==> config.mk <==
export PLATFORM = sky130hd
export DESIGN_NAME = riscv_id_ex_reg
export DESIGN_NICKNAME = d
export VERILOG_FILES = /design/src/rtl/riscv_id_ex_reg.sv
export SDC_FILE = /design/constraint.sdc
export NUM_CORES = 1
export LEC_CHECK = 0
export ABC_AREA = 1
export BUFFER_PORTS_ARGS = -buffer_cell sky130_fd_sc_hd__buf_2
export CORE_ASPECT_RATIO = 1.4
export CORE_UTILIZATION = 58
export DETAILED_ROUTE_END_ITERATION = 16
export PLACE_DENSITY_LB_ADDON = 0.1
export SKIP_CTS_REPAIR_TIMING = 1
export SYNTH_ARGS = -nofsm -noshare
export SYNTH_HDL_FRONTEND = slang
export SYNTH_SLANG_ARGS = --single-unit
==> constraint.sdc <==
create_clock -name clk -period 4.9 [get_ports clk]
set_input_delay 0.49 -clock clk [delete_from_list [all_inputs] [get_ports clk]]
set_output_delay 0.49 -clock clk [all_outputs]
set_load 0.05 [all_outputs]
==> src/rtl/riscv_id_ex_reg.sv <==
// ID/EX pipeline register for a RISC-V core.
// Holds one decoded instruction between decode and the ALU. Register operands
// are resolved against the EX/MEM and MEM/WB result buses when the instruction
// is captured. While the instruction is stalled, its operands keep being
// refreshed from those buses.
module riscv_id_ex_reg #(
  parameter bit FWD_EN = 1'b1
) (
  input  logic        clk,
  input  logic        rst_n,
  input  logic        in_valid,
  output logic        in_ready,
  input  logic [31:0] in_rs1_data,
  input  logic [31:0] in_rs2_data,
  input  logic [31:0] in_imm,
  input  logic [4:0]  in_rs1_addr,
  input  logic [4:0]  in_rs2_addr,
  input  logic [4:0]  in_rd_addr,
  input  logic [3:0]  in_alu_ctrl,
  input  logic        in_use_imm,
  input  logic        in_reg_write,
  input  logic        flush,
  input  logic        fwd_mem_valid,
  input  logic [4:0]  fwd_mem_rd,
  input  logic [31:0] fwd_mem_data,
  input  logic        fwd_wb_valid,
  input  logic [4:0]  fwd_wb_rd,
  input  logic [31:0] fwd_wb_data,
  input  logic        out_ready,
  output logic        out_valid,
  output logic [31:0] alu_a,
  output logic [31:0] alu_b,
  output logic [3:0]  alu_ctrl,
  output logic [4:0]  rd_addr_o,
  output logic        reg_write_o,
  output logic [31:0] store_data_o
);

  typedef enum logic {
    EMPTY = 1'b0,
    FULL  = 1'b1
  } state_t;

  state_t      r_state;
  state_t      w_state_next;

  logic [31:0] r_alu_a;
  logic [31:0] r_alu_b;
  logic [31:0] r_store_data;
  logic [3:0]  r_alu_ctrl;
  logic [4:0]  r_rd_addr;
  logic        r_reg_write;
  logic        r_use_imm;
  logic [4:0]  r_rs1_addr;
  logic [4:0]  r_rs2_addr;

  logic        w_capture;
  logic        w_snoop;
  logic [31:0] w_rs1_new;
  logic [31:0] w_rs2_new;
  logic [31:0] w_rs1_snoop;
  logic [31:0] w_rs2_snoop;

  // The MEM result is newer than the WB result, so it is checked first.
  // Register x0 is hardwired to zero and must never take a forwarded value.
  function automatic logic [31:0] resolve(
    input logic [4:0]  addr,
    input logic [31:0] rfData,
    input logic        memValid,
    input logic [4:0]  memRd,
    input logic [31:0] memData,
    input logic        wbValid,
    input logic [4:0]  wbRd,
    input logic [31:0] wbData
  );
    logic [31:0] result;
    result = rfData;
    if (addr != 5'd0 && memValid && memRd == addr)
      result = memData;
    else if (addr != 5'd0 && wbValid && wbRd == addr)
      result = wbData;
    return result;
  endfunction

  assign out_valid = (r_state == FULL);
  assign in_ready  = (!out_valid || out_ready) && !flush;
  assign w_capture = in_valid && in_ready;
  assign w_snoop   = (r_state == FULL) && !out_ready && !flush;

  // With forwarding disabled, operands come straight from the register file
  // and a stalled instruction keeps the values it was captured with.
  assign w_rs1_new   = FWD_EN ? resolve(in_rs1_addr, in_rs1_data, fwd_mem_valid, fwd_mem_rd,
                                        fwd_mem_data, fwd_wb_valid, fwd_wb_rd, fwd_wb_data)
                              : in_rs1_data;
  assign w_rs2_new   = FWD_EN ? resolve(in_rs2_addr, in_rs2_data, fwd_mem_valid, fwd_mem_rd,
                                        fwd_mem_data, fwd_wb_valid, fwd_wb_rd, fwd_wb_data)
                              : in_rs2_data;
  assign w_rs1_snoop = FWD_EN ? resolve(r_rs1_addr, r_alu_a, fwd_mem_valid, fwd_mem_rd,
                                        fwd_mem_data, fwd_wb_valid, fwd_wb_rd, fwd_wb_data)
                              : r_alu_a;
  assign w_rs2_snoop = FWD_EN ? resolve(r_rs2_addr, r_store_data, fwd_mem_valid, fwd_mem_rd,
                                        fwd_mem_data, fwd_wb_valid, fwd_wb_rd, fwd_wb_data)
                              : r_store_data;

  // Occupancy state register; reset discards any held instruction.
  always_ff @(posedge clk or negedge rst_n) begin
    if (!rst_n)
      r_state <= EMPTY;
    else
      r_state <= w_state_next;
  end

  // Next occupancy: flush empties the stage; a consumed entry is replaced
  // by a new one in the same cycle when decode offers it.
  always_comb begin
    w_state_next = r_state;
    if (flush) begin
      w_state_next = EMPTY;
    end else begin
      case (r_state)
        EMPTY: if (w_capture) w_state_next = FULL;
        FULL:  if (out_ready) w_state_next = in_valid ? FULL : EMPTY;
        default: w_state_next = EMPTY;
      endcase
    end
  end

  // Payload: cleared by reset or flush, loaded on capture, refreshed from the
  // result buses while stalled, otherwise held. alu_b keeps the immediate
  // when the instruction uses one, even if rs2 is refreshed.
  always_ff @(posedge clk or negedge rst_n) begin
    if (!rst_n) begin
      r_alu_a      <= 32'd0;
      r_alu_b      <= 32'd0;
      r_store_data <= 32'd0;
      r_alu_ctrl   <= 4'd0;
      r_rd_addr    <= 5'd0;
      r_reg_write  <= 1'b0;
      r_use_imm    <= 1'b0;
      r_rs1_addr   <= 5'd0;
      r_rs2_addr   <= 5'd0;
    end else if (flush) begin
      r_alu_a      <= 32'd0;
      r_alu_b      <= 32'd0;
      r_store_data <= 32'd0;
      r_alu_ctrl   <= 4'd0;
      r_rd_addr    <= 5'd0;
      r_reg_write  <= 1'b0;
      r_use_imm    <= 1'b0;
      r_rs1_addr   <= 5'd0;
      r_rs2_addr   <= 5'd0;
    end else if (w_capture) begin
      r_alu_a      <= w_rs1_new;
      r_alu_b      <= in_use_imm ? in_imm : w_rs2_new;
      r_store_data <= w_rs2_new;
      r_alu_ctrl   <= in_alu_ctrl;
      r_rd_addr    <= in_rd_addr;
      r_reg_write  <= in_reg_write;
      r_use_imm    <= in_use_imm;
      r_rs1_addr   <= in_rs1_addr;
      r_rs2_addr   <= in_rs2_addr;
    end else if (w_snoop) begin
      r_alu_a      <= w_rs1_snoop;
      r_store_data <= w_rs2_snoop;
      if (!r_use_imm)
        r_alu_b <= w_rs2_snoop;
    end
  end

  assign alu_a        = r_alu_a;
  assign alu_b        = r_alu_b;
  assign store_data_o = r_store_data;
  assign alu_ctrl     = r_alu_ctrl;
  assign rd_addr_o    = r_rd_addr;
  assign reg_write_o  = r_reg_write;

endmodule

; ---- Word level (Yosys, flattened, before mapping)
; Index checks and enable logic that the tools add are counted.
[totals]
output_inout_bits = 108
regBits = 118
inputBits = 198
[op_classes]
bitwise = 1
eq_ne = 9
reduce_logical = 33
n_mux = 36
[op_table]
columns = cell, n
row1 = 32-bit 2-to-1 mux, 19
row2 = 5-bit == test, 8
row3 = 5-bit 2-to-1 mux, 6
row4 = 1-bit logical AND, 20
row5 = 5-bit nonzero test, 4
row6 = 1-bit 2-to-1 mux, 8
row7 = 4-bit 2-to-1 mux, 2
row8 = 2-bit AND reduction, 2
row9 = 4-bit nonzero test, 1
row10 = 1-bit zero test, 3
row11 = 3-bit by 2-bit inequality test with 1-bit output (second input constant), 1
row12 = 3-bit nonzero test, 1
row13 = 1-bit case mux with 2 select lines, 1
row14 = 2-bit nonzero test, 1
row15 = 1-bit logical OR, 1
row16 = 1-bit inverter, 1

; ---- Depth between registers and ports, before layout
[logic_depth]
word_depth = 9
ltp_mapped = 15
depth_no_buf = 14

; ---- Least setup slack after synthesis
; OpenSTA, ideal clock, no wires.
[synth_timing]
kind = flip-flop to output port
start = register r_state, in the netlist out_valid
end = output in_ready
arrival_time_ns = 1.386
path_stages_with_launch = 4
t_required_ns = 4.410
path_buffers = 0
slack_ns = 3.024
path_cell_list = dfrtp_1 inv_1 nor2_2 nor2_1
[synth_via]
elab_chain_cells = 3
[synth_rtl]
columns = item, line_no
row1 = "start, declared", 44  ; state_t r_state;
row2 = "start signal, assigned", 110  ; r_state <= w_state_next;
row3 = 1-bit zero test, 86  ; assign in_ready = (!out_valid || out_ready) && !flush;
row4 = 1-bit logical OR, 86
row5 = 1-bit logical AND, 86
row6 = "end, declared", 12  ; output logic in_ready,
; Every way passes these cells.

; ---- Worst setup path in the final report
[layout_timing]
start = register r_rs2_addr[4]
end = register r_store_data[15], in the netlist store_data_o[15]
[layout_via]
elab_chain_cells = 8
word_cells_on_any_way = 12
[layout_rtl]
columns = item, line_no
row1 = "start, declared", 55  ; logic [4:0] r_rs2_addr;
row2 = "start signal, assigned", 161  ; r_rs2_addr <= in_rs2_addr;
row3 = 5-bit nonzero test, "78, 80"
row4 = 1-bit logical AND (2 in a row), 80  ; else if (addr != 5'd0 && wbValid && wbRd == addr)
row5 = 32-bit 2-to-1 mux, 80
row6 = 32-bit 2-to-1 mux (*), 78  ; if (addr != 5'd0 && memValid && memRd == addr)
row7 = 32-bit 2-to-1 mux (*), 162  ; end else if (w_snoop) begin
row8 = 32-bit 2-to-1 mux (*), 152  ; end else if (w_capture) begin
row9 = 32-bit 2-to-1 mux (*), 142  ; end else if (flush) begin
row10 = "end signal, assigned", 155  ; r_store_data <= w_rs2_new;
row11 = "end signal, assigned", 164  ; r_store_data <= w_rs2_snoop;
row12 = "end, declared", 49  ; logic [31:0] r_store_data;
; Every way passes the cells marked *; elsewhere a longest branch is shown, timed or not. The select of a mux whose other input is x is not followed.
; A chain may end at the register's enable or synchronous reset.

==> impl_metrics.env <==
export IMPL_status="completed"
export IMPL_yosys_area_share_simple_pct=50.07
export IMPL_critPathKind="reg -> reg"
export IMPL_synthCells=1783
export IMPL_setup_ws_ps=1877
export IMPL_fillCellCount=1649
export IMPL_dieWidth_um=114.3
export IMPL_period_needed_ps=3023
export IMPL_final_antenna_net_count=0
export IMPL_cp_arrival_ps=3340
export IMPL_crit_chain="inv_1, nand2_1, nand4_1, nor2_4, nand2_2, nand3_1, nand2_1, nand3_1, nand2_1"
export IMPL_synth_cell_types=31
export IMPL_yosys_mux_area_fraction_pct=0
export IMPL_cp_top_family="simple AND/OR/NAND/NOR gates"
export IMPL_slowest_stage="nand2_2"
export IMPL_cp_end_kind="register"
export IMPL_grt_pass1_vias=12480
export IMPL_worstPathMaxFanout=33
export IMPL_netlist_area_um2=10240
export IMPL_synth_area_per_cell_um2=5.745
export IMPL_reg2reg_depth=9
export IMPL_synthDominantCellAreaShare_pct=28.83
export IMPL_layout_drive_gt1_share_pct=21.19
export IMPL_final_cell_mix="759 x nand2_1, 328 x nand3_1, 304 x buf_2"
export IMPL_dieArea_um2=18200
export IMPL_track_usage_pct=44.45
export IMPL_syn_num_nets=1981
export IMPL_cts_path_max_buffers=2
export IMPL_synth_top_family_by_area="simple AND/OR/NAND/NOR gates"
export IMPL_fmax_ghz=0.3308
export IMPL_initial_core_util_pct=59.11
export IMPL_clkTransAtPathRegs_ps=60
export IMPL_numCtsBuffers=17
export IMPL_min_path_type="in -> async"
export IMPL_grt_pass1_wl_mm=63.23
export IMPL_synth_fa_ha_area_share_pct=0
export IMPL_grt_ovfl_total=0
export IMPL_placed_cell_area_um2=11760
export IMPL_synth_compound_gate_area_share_pct=6.889
export IMPL_cp_depth=9
export IMPL_power_mw=3.637
export IMPL_ir_worst_vdd_mv=0.1926
export IMPL_stdcell_area_um2=12400
export IMPL_report_final_slew_viol_count=0
export IMPL_rsz0062_at_grt="false"
export IMPL_place_gp_congestion=0.9700
export IMPL_wl_per_cell_um=17.34
export IMPL_p_per_area_nw_per_um2=293.4
export IMPL_drtPass1Iterations=14
export IMPL_ys_seq_area_share_pct=28.83
export IMPL_grt_start_max_net_pins=72
export IMPL_finalSetupViolations=0
export IMPL_tightest_slew_ps=1247
export IMPL_layout_commonest_cell="nand2_1"
export IMPL_wl_mm=39.47
export IMPL_finalCritPeriodShare_pct=61.70
export IMPL_post_place_ws_ps=1839
export IMPL_synth_area_leader_cell="dfrtp_1"
export IMPL_drt_iter0_drc=1469
export IMPL_cts_tree="done"
export IMPL_vias=12980
export IMPL_synthXorXnorAreaFrac_pct=0.2565
export IMPL_root_buffer="clkbuf_16"
export IMPL_clk_latency_ps=430
export IMPL_worst_ep_required_time_ps=5220
export IMPL_die_h_um=159.2
export IMPL_critPathLaunchType="register"
export IMPL_dp_hpwl_mm=26.37
export IMPL_path_common_cell="nand2_1"
export IMPL_nNetsFinal=2224
export IMPL_pin_count=306
export IMPL_leakage_nw=7.849
export IMPL_area_delta_synth_final_pct=21.01
export IMPL_viasPerCell=5.701
export IMPL_portBuffers=305
export IMPL_finClkSkew_ps=8.102
export IMPL_drc_errors=0
export IMPL_cts_max_level=4
export IMPL_cap_viol_max_count=0
export IMPL_setup_tns_ps=0
export IMPL_slowest_delay_ps=790
export IMPL_ys_seq_elements=118
export IMPL_yosysWarnings=0
export IMPL_fp_row_count=57
export IMPL_ys_top_cells_by_area="dfrtp_1 29%, nand2_1 28%, nand3_1 16%"
export IMPL_crit_buf_inv=1
export IMPL_maxSlewHeadroom_pct=16.66
export IMPL_antenna_found_initial=2
export IMPL_core_um2=17330
export IMPL_hold_viol_final=0
export IMPL_cts_num_sinks=118
-- worst paths after layout --
path	to	slack (ps)	from
setup / recovery	store_data_o[15]	1880	r_rs2_addr[4]
hold / removal	store_data_o[3]	70	rst_n
setup reg to reg	store_data_o[15]	1880	r_rs2_addr[4]
hold reg to reg	alu_b[5]	470	alu_b[5]
max in group asynchronous	alu_a[8]	3670	rst_n
min in group clk	rd_addr_o[2]	270	in_rd_addr[2]
-- state kept, by name, indices dropped and copies added, names as in the netlist --
| signal | flops |
|---|---|
| r_rs2_addr | 5 |
| alu_ctrl | 4 |
| store_data_o | 32 |
| r_rs1_addr | 5 |
| reg_write_o | 1 |
| r_use_imm | 1 |
| alu_b | 32 |
| out_valid | 1 |
| alu_a | 32 |
| rd_addr_o | 5 |
-- worst register-to-register path: stages (launching register included) --
cell	delay, ps
dfrtp_1	410
inv_1	140
nand2_1	80
nand4_1	130
nor2_4	750
nand2_2	810
nand3_1	360
nand2_1	90
nand3_1	80
nand2_1	60
-- final cells by class --
type | instances | area, um2 | area share, %
diodes | 1 | 2.502 | 0.02019
clock buffers | 18 | 429.2 | 3.462
clock inverters | 14 | 207.7 | 1.676
inverters | 233 | 874.6 | 7.056
multi-input cells | 1326 | 5913 | 47.70
flip-flops and latches | 118 | 2953 | 23.82
well taps | 236 | 295.3 | 2.382
repair buffers | 330 | 1720 | 13.88
-- through the flow --
stage	utilization [%]	hold WS, ps	instances
after floorplan	-	194.4	1783
after global placement	67.84	457.4	2243
after detailed placement	67.84	459.9	2243
after CTS	71.51	103.7	2275
after global routing	71.53	126.3	2276
final	71.53	68.42	2276
-- where the power goes --
part | leakage (nW) | switching, mW | total [mW] | internal [mW]
combinational | 5.96 | 0.832 | 1.13 | 0.297
clock | 0.309 | 0.494 | 1.39 | 0.897
sequential | 1.58 | 0.0597 | 1.12 | 1.06
-- per-layer routing --
layer,GRT usage [%],wire [um],share of wire (%)
met1,53.36,14140,36
met2,70.74,18310,46
met4,30.70,2539,6.4
met3,9.174,4457,11
met5,0,14,0.035
-- cells in the mapped netlist, drive strengths merged --
library cell  instances
buf                  92
inv                 231
o21bai               32
nor3                  5
o211ai                4
o22ai                10
clkbuf               14
dfrtp               118
nor2                121
nand2               764
nand4                 5
nor2b                 1
a21oi                37
xor2                  1
nand3               329
o21ai                 5
xnor2                 2
clkinv                2
a22o                 10
-- cell families (layout without fill, tap and decap cells) --
kind of cell	after synthesis	after routing
xor+xnor	3	3
simple gates	1225	1225
compound gates	98	98
buf+inv	339	595
flops	118	118
other cells	0	1
Power figures use the tool's default switching activity.
